**src/rtl/neuron_mac_0_29.sv**
```systemverilog
// neuron_mac_0_29
// Computes one neuron output from a weight BRAM and a stream of input
// activations. The block reads one weight at a time (addresses 0..N_IN-1) and
// takes one activation per weight. It accumulates the signed products, adds the
// bias, shifts back to the operand format and saturates. An optional ReLU
// follows, and the result is held on a valid/ready output port.
//
// Ports
//   CLK, RST           clock (posedge) and synchronous active-high reset
//   START, BIAS        start a vector; BIAS is captured when START is accepted
//   BUSY               high whenever the block is not idle
//   W_ADDR, W_EN, W_WE weight BRAM address/enable (registered); write enable tied 0
//   W_DO               weight BRAM read data (the BRAM updates it on the negedge)
//   X_DATA, X_VALID    activation stream input
//   X_READY            activation stream ready (MAC state only)
//   Y_DATA, Y_VALID    neuron output, held until Y_READY
//   Y_READY            downstream accept
//   Y_OVF              result was clipped by saturation; valid with Y_VALID
//
// state   | meaning
// --------+-----------------------------------------------------------
// S_IDLE  | waiting for START
// S_FETCH | W_EN/W_ADDR high for one cycle; BRAM drives W_DO on negedge
// S_MAC   | waiting for X_VALID, then accumulate X_DATA*W_DO
// S_FINAL | add bias, rescale, saturate, ReLU; register the result
// S_DONE  | Y_VALID high until Y_READY
module neuron_mac_0_29 #(
  parameter int N_IN      = 28,
  parameter int ADDR_W    = 5,
  parameter int D_W       = 16,
  parameter int FRAC_BITS = 8,
  parameter int ACC_W     = 40,
  parameter bit RELU      = 1'b1
) (
  input  logic              CLK,
  input  logic              RST,
  input  logic              START,
  input  logic [D_W-1:0]    BIAS,
  output logic              BUSY,
  output logic [ADDR_W-1:0] W_ADDR,
  output logic              W_EN,
  output logic              W_WE,
  input  logic [D_W-1:0]    W_DO,
  input  logic [D_W-1:0]    X_DATA,
  input  logic              X_VALID,
  output logic              X_READY,
  output logic [D_W-1:0]    Y_DATA,
  output logic              Y_VALID,
  input  logic              Y_READY,
  output logic              Y_OVF
);

  typedef enum logic [2:0] {
    S_IDLE,
    S_FETCH,
    S_MAC,
    S_FINAL,
    S_DONE
  } state_t;

  localparam logic [ADDR_W-1:0]       LAST  = ADDR_W'(N_IN - 1);
  localparam logic signed [ACC_W-1:0] MAX_V = ACC_W'(2 ** (D_W - 1) - 1);
  localparam logic signed [ACC_W-1:0] MIN_V = ~MAX_V;

  state_t                   state, state_n;
  logic [ADDR_W-1:0]        idx, idx_n;
  logic signed [ACC_W-1:0]  acc;
  logic [D_W-1:0]           bias_q;
  logic                     w_en_q;
  logic [ADDR_W-1:0]        w_addr_q;
  logic [D_W-1:0]           y_data_q;
  logic                     y_ovf_q;

  logic signed [2*D_W-1:0]  prod;
  logic signed [ACC_W-1:0]  prod_ext;
  logic signed [ACC_W-1:0]  bias_ext;
  logic signed [ACC_W-1:0]  t_sum;
  logic signed [ACC_W-1:0]  r_shift;
  logic                     sat_hi, sat_lo;
  logic [D_W-1:0]           res;

  // Next-state logic. idx only advances on a MAC handshake that is not the
  // last element, so it can never exceed N_IN-1.
  always_comb begin
    state_n = state;
    idx_n   = idx;
    case (state)
      S_IDLE: begin
        if (START) begin
          state_n = S_FETCH;
          idx_n   = '0;
        end
      end
      S_FETCH: state_n = S_MAC;
      S_MAC: begin
        if (X_VALID) begin
          if (idx == LAST) begin
            state_n = S_FINAL;
          end else begin
            idx_n   = idx + ADDR_W'(1);
            state_n = S_FETCH;
          end
        end
      end
      S_FINAL: state_n = S_DONE;
      S_DONE:  if (Y_READY) state_n = S_IDLE;
      default: state_n = S_IDLE;
    endcase
  end

  // Datapath: full-width signed product, bias aligned to the product's
  // fractional point, then an arithmetic (floor) shift back to D_W format.
  always_comb begin
    prod     = $signed(X_DATA) * $signed(W_DO);
    prod_ext = {{(ACC_W - 2*D_W){prod[2*D_W-1]}}, prod};
    bias_ext = {{(ACC_W - D_W){bias_q[D_W-1]}}, bias_q} <<< FRAC_BITS;
    t_sum    = acc + bias_ext;
    r_shift  = t_sum >>> FRAC_BITS;
    sat_hi   = (r_shift > MAX_V);
    sat_lo   = (r_shift < MIN_V);
    if (sat_hi) begin
      res = MAX_V[D_W-1:0];
    end else if (sat_lo) begin
      res = MIN_V[D_W-1:0];
    end else begin
      res = r_shift[D_W-1:0];
    end
    // ReLU acts on the value after clipping and leaves the overflow flag alone.
    if (RELU && r_shift[ACC_W-1]) begin
      res = '0;
    end
  end

  always_ff @(posedge CLK) begin
    if (RST) begin
      state    <= S_IDLE;
      idx      <= '0;
      acc      <= '0;
      bias_q   <= '0;
      w_en_q   <= 1'b0;
      w_addr_q <= '0;
      y_data_q <= '0;
      y_ovf_q  <= 1'b0;
    end else begin
      state <= state_n;
      idx   <= idx_n;
      // Address/enable are registered from next-state, so they are high
      // exactly while the state register holds S_FETCH.
      w_en_q <= (state_n == S_FETCH);
      if (state_n == S_FETCH) begin
        w_addr_q <= idx_n;
      end
      if (state == S_IDLE && START) begin
        acc    <= '0;
        bias_q <= BIAS;
      end
      if (state == S_MAC && X_VALID) begin
        acc <= acc + prod_ext;
      end
      if (state == S_FINAL) begin
        y_data_q <= res;
        y_ovf_q  <= sat_hi | sat_lo;
      end
      if (state == S_DONE && Y_READY) begin
        y_ovf_q <= 1'b0;
      end
    end
  end

  assign BUSY    = (state != S_IDLE);
  assign X_READY = (state == S_MAC);
  assign Y_VALID = (state == S_DONE);
  assign W_EN    = w_en_q;
  assign W_ADDR  = w_addr_q;
  assign W_WE    = 1'b0;
  assign Y_DATA  = y_data_q;
  assign Y_OVF   = y_ovf_q;

endmodule

```
**config.mk**
```make
export PLATFORM = sky130hd
export DESIGN_NAME = neuron_mac_0_29
export DESIGN_NICKNAME = d
export VERILOG_FILES = /design/src/rtl/neuron_mac_0_29.sv
export SDC_FILE = /design/constraint.sdc
export NUM_CORES = 1
export LEC_CHECK = 0
export ABC_AREA = 0
export CAP_MARGIN = 20
export CORE_MARGIN = 5
export CORE_UTILIZATION = 60
export CTS_CLUSTER_DIAMETER = 80
export DETAILED_ROUTE_END_ITERATION = 10
export PLACE_DENSITY = 0.79
export SLEW_MARGIN = 20
export SYNTH_ARGS = -nofsm -noshare
export SYNTH_HDL_FRONTEND = slang
export SYNTH_SLANG_ARGS = --single-unit
```
**constraint.sdc**
```tcl
create_clock -name CLK -period 8.4 [get_ports CLK]
set_input_delay 1.26 -clock CLK [delete_from_list [all_inputs] [get_ports CLK]]
set_output_delay 1.26 -clock CLK [all_outputs]
set_load 0.01 [all_outputs]
```
==> reports/results.tsv, run 1 <==
stage	metric	value	unit
grt	first-pass GRT wire length	72900	um
drt	# DRC	0	
logic_synthesis	syn_nets	2561	
timing	Slew @ Worst Pin	787	ps
timing	period utilization	96.0	%
placed_design	GP Congestion	0.938	
run_status	status	finished, final reports clean	
timing	setup TNS	0	ps
critical_path	R2R cell count	18	
layout	Nets	2614	
drt	DR WL/cell	17.0	um
cts	latest clock arrival within the worst-skew pair	350	ps
grt	vias in the first global route	15300	
logic_synthesis	Synthesis Warnings	0	
critical_path	Reg2Reg Launch Point	acc[9]$_SDFFE_PP0P_	
cts	Worst-path clk slew	70	ps
timing	RSZ-0062 raised after global routing	no	
timing	Max-slew headroom	46.8	%
drt	drt via density	5.65	
timing	clk_skew	10.3	ps
layout	P&R area growth vs syn	8.84	%
cts	Post-CTS Hold Buffers	0	
layout	Multi-input gate area	14000	um^2
logic_synthesis	largest area contributor in the netlist	fa_1	
die	chip width	181	um
timing	Final setup violation count	0	
die	Core Area	28900	um^2
critical_path	crit path max fanout	16	
cts	Root Buffer	clkbuf_16	
critical_path	FF-to-FF End	acc[38]$_SDFFE_PP0P_	
grt	initial antenna violation count	0	
layout	Ant. Diodes	0	
die	row count	62	
critical_path	CP startpoint	W_DO[6]	
logic_synthesis	post-synth cell types	75	
cts	Post-CTS Setup Inserts	0	
logic_synthesis	Synth Instances	2030	
critical_path	crit path DAT	8330	ps
cts	maximum root-to-sink buffer count	2	
grt	largest net degree at the start of global routing	66	
logic_synthesis	Netlist Area Pre-Place	17600	um^2
layout	final core occ	66.5	%
logic_synthesis	Post-synth EDFFs	0	
timing	final slew viol count	0	
timing	fmax	0.124	GHz
cts	clock tree sinks	87	
timing	number of failing hold endpoints at the final stage	0	
timing	crit path time final	8070	ps
critical_path	crit path kind	in -> reg	
hold_path	Worst Hold Depth	2	
placed_design	DPL Wire Length	35700	um
drt	final WL	42100	um
die	num ports	80	
drt	first drt pass iteration count	5	
layout	leading cell types in the layout, fill and taps excluded	inv_1, fa_1, nand2_1	
die	total die area	32900	um^2
drt	antenna-violating nets left	0	
logic_synthesis	flops & latches, synth	87	
drt	drt first-iter violations	943	
layout	Sequential cell area	1740	um^2
layout	fillers	2363	
critical_path	R2R Setup Slk	2500	ps
logic_synthesis	top-area cell type share of the netlist area	37.6	%
layout	most common cell after layout, fill and taps aside	inv_1	
logic_synthesis	register area share after synthesis	9.88	%
die	Initial Util	61.1	%
grt	GRT Total Usage	26.7	%
flow_run	max_cap viols	0	
placed_design	IO Port Bufs	78	
layout	share of layout cells above drive strength 1	3.74	%
drt	vias	14000	
critical_path	nature of the critical path endpoint	flip-flop	
critical_path	startpoint types	primary input	
grt	grt ovf	0	
die	Chip Height	181	um
hold_path	hold crit path type	reg -> reg	
critical_path	data required time of the worst path	8660	ps
critical_path	worst setup path end	acc[38]$_SDFFE_PP0P_	
cts	Num CTS Buffers	9	
logic_synthesis	syn avg cell area	8.68	um^2
cts	CTS tree	done	
timing	Final Hold Slack	459	ps
logic_synthesis	synth top area cells	fa_1, ha_1, dfxtp_1	
logic_synthesis	Async SR Flop Fraction	0	%
logic_synthesis	Synth Flop Type	dfxtp_1	
cts	H-tree depth	3	
## what timing repair did
action	4_1_cts	5_1_grt
setup endpoints to repair	0	2
endpoints found under the hold margin	0	0
resized for setup	0	4
## area by class of cell
type                    count  area share (%)
flip-flops and latches     87            9.08
clock inverters             6           0.509
inverters                 418            8.18
repair buffers            110            5.35
multi-input cells        1457            73.2
well taps                 384            2.50
clock buffers              10            1.19
## critical path, cell delays in order
cell             delay [ps]
clkdlybuf4s50_1         740
and2_1                  350
fa_1                    540
inv_1                    60
fa_1                    550
fa_1                    430
fa_1                    490
inv_1                    70
fa_1                    530
inv_1                    50
fa_1                    530
inv_1                    40
ha_1                    350
a21o_1                  220
a2111oi_0               590
nor3_1                  210
o21bai_1                380
a21oi_1                 150
nor2b_1                 170
o31a_1                  310
xnor2_1                 120
o21ai_0                 170
## state kept, by name, summed over array words and instances (netlist names)
register  cells
acc          40
Y_OVF         1
idx           5
state         3
W_ADDR        5
Y_DATA       16
W_EN          1
bias_q       16
## per-layer routing
metal	vias to the layer above	wire length, um	track usage, %
met3	109	1810	2.90
met2	383	22400	49.5
met4	0	1600	9.31
met1	6968	16300	32.4
li1	6497	-	-
met5	-	0	0
## stage by stage
step	area, um^2	instances	worst slack [ps]
detailed placement	18800	2456	59.0
global placement	18800	2456	269
floorplan	17600	2030	1250
finish	19200	2472	335
CTS	19200	2472	415
global route	19200	2472	8.70
## cell usage after synthesis (10+ instances only)
master    number
nand3_1       38
o21bai_1      12
o21a_1        11
and2_1       117
nor3_1        28
nor2b_1       10
a211oi_1      14
xnor2_1       37
nand2b_1      13
nand4_1       12
xor2_1        15
a21oi_1       97
o21ai_1       13
nor2_1        96
clkbuf_1      58
dfxtp_1       87
a22oi_1       18
inv_1        418
fa_1         331
o21ai_0       42
ha_1         147
a21o_1        35
nand2_1      240
## worst min path at each step
| stage | slack (ps) | start | endpoint |
|---|---|---|---|
| after global placement | 440 | Y_DATA[10]$_SDFFE_PP0N_ | Y_DATA[10]$_SDFFE_PP0N_ |
| final | 460 | Y_DATA[10]$_SDFFE_PP0N_ | Y_DATA[10]$_SDFFE_PP0N_ |
| after CTS | 460 | Y_DATA[10]$_SDFFE_PP0N_ | Y_DATA[10]$_SDFFE_PP0N_ |
| after global routing | 470 | Y_DATA[11]$_SDFFE_PP0N_ | Y_DATA[11]$_SDFFE_PP0N_ |
| after floorplan | 440 | bias_q[0]$_SDFFE_PP0P_ | bias_q[0]$_SDFFE_PP0P_ |
| after detailed placement | 450 | Y_DATA[7]$_SDFFE_PP0N_ | Y_DATA[7]$_SDFFE_PP0N_ |
## cells by family after synthesis
family	count (synthesis)	share of synthesized area, %
multiplexers	6	0.341
AO/OA/AOI/OAI	300	11.2
AND/OR/NAND/NOR	620	17.4
adder cells (fa/ha/maj)	478	48.0
flip-flops	87	9.88
XOR/XNOR	52	2.58
buffers and inverters	486	10.5
other	1	0.0213
Power of run 1 is left out: the tool's default activity adds up to more than one toggle a clock period on the data nets, which glitch-free logic cannot reach.
==> run 2: changes to the inputs <==
- CORE_MARGIN: 5 -> default
==> reports/results.tsv, run 2 (synthesized netlist as in run 1, its figures left out) <==
stage	metric	value	unit	change
grt	vias in the first global route	15000		was 15,300
timing	number of failing hold endpoints at the final stage	0		unchanged
layout	P&R area growth vs syn	8.95	%	was 8.84%
die	total die area	30100	um^2	was 32,900 um^2
timing	Slew @ Worst Pin	773	ps	was 787 ps
critical_path	startpoint types	primary input		unchanged
critical_path	R2R Setup Slk	2620	ps	was 2500 ps
drt	drt first-iter violations	936		was 943
cts	maximum root-to-sink buffer count	2		unchanged
timing	Final setup violation count	0		unchanged
flow_run	max_cap viols	0		unchanged
layout	final core occ	66.7	%	was 66.5%
drt	DR WL/cell	16.6	um	was 17.0 um
layout	max reg flops	40		unchanged
die	chip width	173	um	was 181 um
die	Chip Height	173	um	was 181 um
drt	drt via density	5.64		was 5.65
cts	Post-CTS Setup Inserts	0		unchanged
critical_path	crit path DAT	8270	ps	was 8330 ps
run_status	status	finished, final reports clean		unchanged
timing	RSZ-0062 raised after global routing	no		unchanged
layout	Ant. Diodes	0		unchanged
timing	crit path time final	7980	ps	was 8070 ps
drt	antenna-violating nets left	0		unchanged
critical_path	data required time of the worst path	8690	ps	was 8660 ps
grt	GRT Total Usage	29.2	%	was 26.7%
cts	latest clock arrival within the worst-skew pair	350	ps	about the same
timing	clk_skew	8.49	ps	was 10.3 ps
timing	setup TNS	0	ps	unchanged
cts	H-tree depth	3		unchanged
die	Core Area	28800	um^2	was 28,900 um^2
drt	# DRC	0		unchanged
placed_design	DPL Wire Length	34500	um	was 35,700 um
cts	Worst-path clk slew	70	ps	about the same
layout	share of layout cells above drive strength 1	4.11	%	was 3.74%
drt	final WL	41100	um	was 42,100 um
layout	leading cell types in the layout, fill and taps excluded	inv_1, fa_1, nand2_1		unchanged
drt	vias	14000		about the same
critical_path	crit path max fanout	16		unchanged
hold_path	hold crit path type	reg -> reg		unchanged
cts	Num CTS Buffers	9		unchanged
die	row count	62		unchanged
grt	initial antenna violation count	0		unchanged
critical_path	crit path kind	in -> reg		unchanged
critical_path	nature of the critical path endpoint	flip-flop		unchanged
cts	CTS tree	done		unchanged
timing	Max-slew headroom	47.8	%	was 46.8%
drt	first drt pass iteration count	5		unchanged
layout	most common cell after layout, fill and taps aside	inv_1		unchanged
die	num ports	80		unchanged
die	Initial Util	61.2	%	was 61.1%
layout	Nets	2620		was 2,614
cts	Root Buffer	clkbuf_16		unchanged
grt	first-pass GRT wire length	71000	um	was 72,900 um
timing	period utilization	95.0	%	was 96.0%
timing	fmax	0.125	GHz	was 0.124 GHz
cts	Post-CTS Hold Buffers	0		unchanged
placed_design	GP Congestion	0.898		was 0.938
timing	final slew viol count	0		unchanged
grt	grt ovf	0		unchanged
cts	clock tree sinks	87		unchanged
placed_design	IO Port Bufs	78		unchanged
layout	Biggest register	acc		unchanged
grt	largest net degree at the start of global routing	66		unchanged
==> run 2: cell count changes in the layout (fill, tap and decap cells not counted), sizes merged <==
cell and change:
buf +6, bufinv -1, clkbuf -1, clkdlybuf4s50 +2, clkinv +2, clkinvlp +1, dlymetal6s2s -2, inv -1
==> run 2: layout make-up <==
class,count,area [um^2]
fillers,2371,9580
multi-input cells,1457,14000
clock buffers,9,225
well taps,384,480
clock inverters,7,76.3
inverters,418,1570
flip-flops and latches,87,1740
repair buffers,116,1070
==> run 2: per-stage QoR <==
| stage | instance area [um^2] | instances | setup WS, ps | hold slack, ps |
|---|---|---|---|---|
| final | 19200 | 2478 | 419 | 455 |
| after global routing | 19200 | 2478 | 80.1 | 489 |
| after CTS | 19200 | 2478 | 450 | 458 |
| after detailed placement | 18900 | 2462 | 114 | 449 |
| after global placement | 18900 | 2462 | 193 | 446 |
| after floorplan | 17600 | 2030 | 1250 | 440 |
==> run 2: timing repair <==
action,CTS,global route
gates resized for setup,0,3
setup endpoints to repair,0,1
endpoints found under the hold margin,0,0
==> run 2: path summary, 6_finish.rpt <==
path	cells after the start	from	end
worst max-delay path	23	W_DO[4]	acc[32]$_SDFFE_PP0P_
worst min-delay path	2	Y_DATA[12]$_SDFFE_PP0N_	Y_DATA[12]$_SDFFE_PP0N_
worst max register to register	18	acc[9]$_SDFFE_PP0P_	acc[38]$_SDFFE_PP0P_
worst min register to register	2	Y_DATA[12]$_SDFFE_PP0N_	Y_DATA[12]$_SDFFE_PP0N_
==> run 2: routing by layer <==
layer	vias to the layer above	track usage, %	wire (um)
li1	6508	-	-
met1	7002	35.9	16600
met2	358	53.0	21500
met3	101	2.79	1640
met4	0	10.8	1400
met5	-	0	0
==> run 2: worst max-delay path, cell delays in order <==
cell             delay, ps
clkdlybuf4s50_1        740
and2_1                 350
fa_1                   480
inv_1                   50
fa_1                   560
fa_1                   430
fa_1                   510
inv_1                   60
fa_1                   560
inv_1                   70
fa_1                   540
inv_1                   50
ha_1                   360
nand2_1                 80
a211oi_1               260
a2111oi_0              190
nor3_1                 500
o21bai_1               190
nand2_1                 90
a21o_1                 140
a21oi_1                 80
or4b_2                 640
nand3_1                 90
Power of run 2 is left out for the same reason.
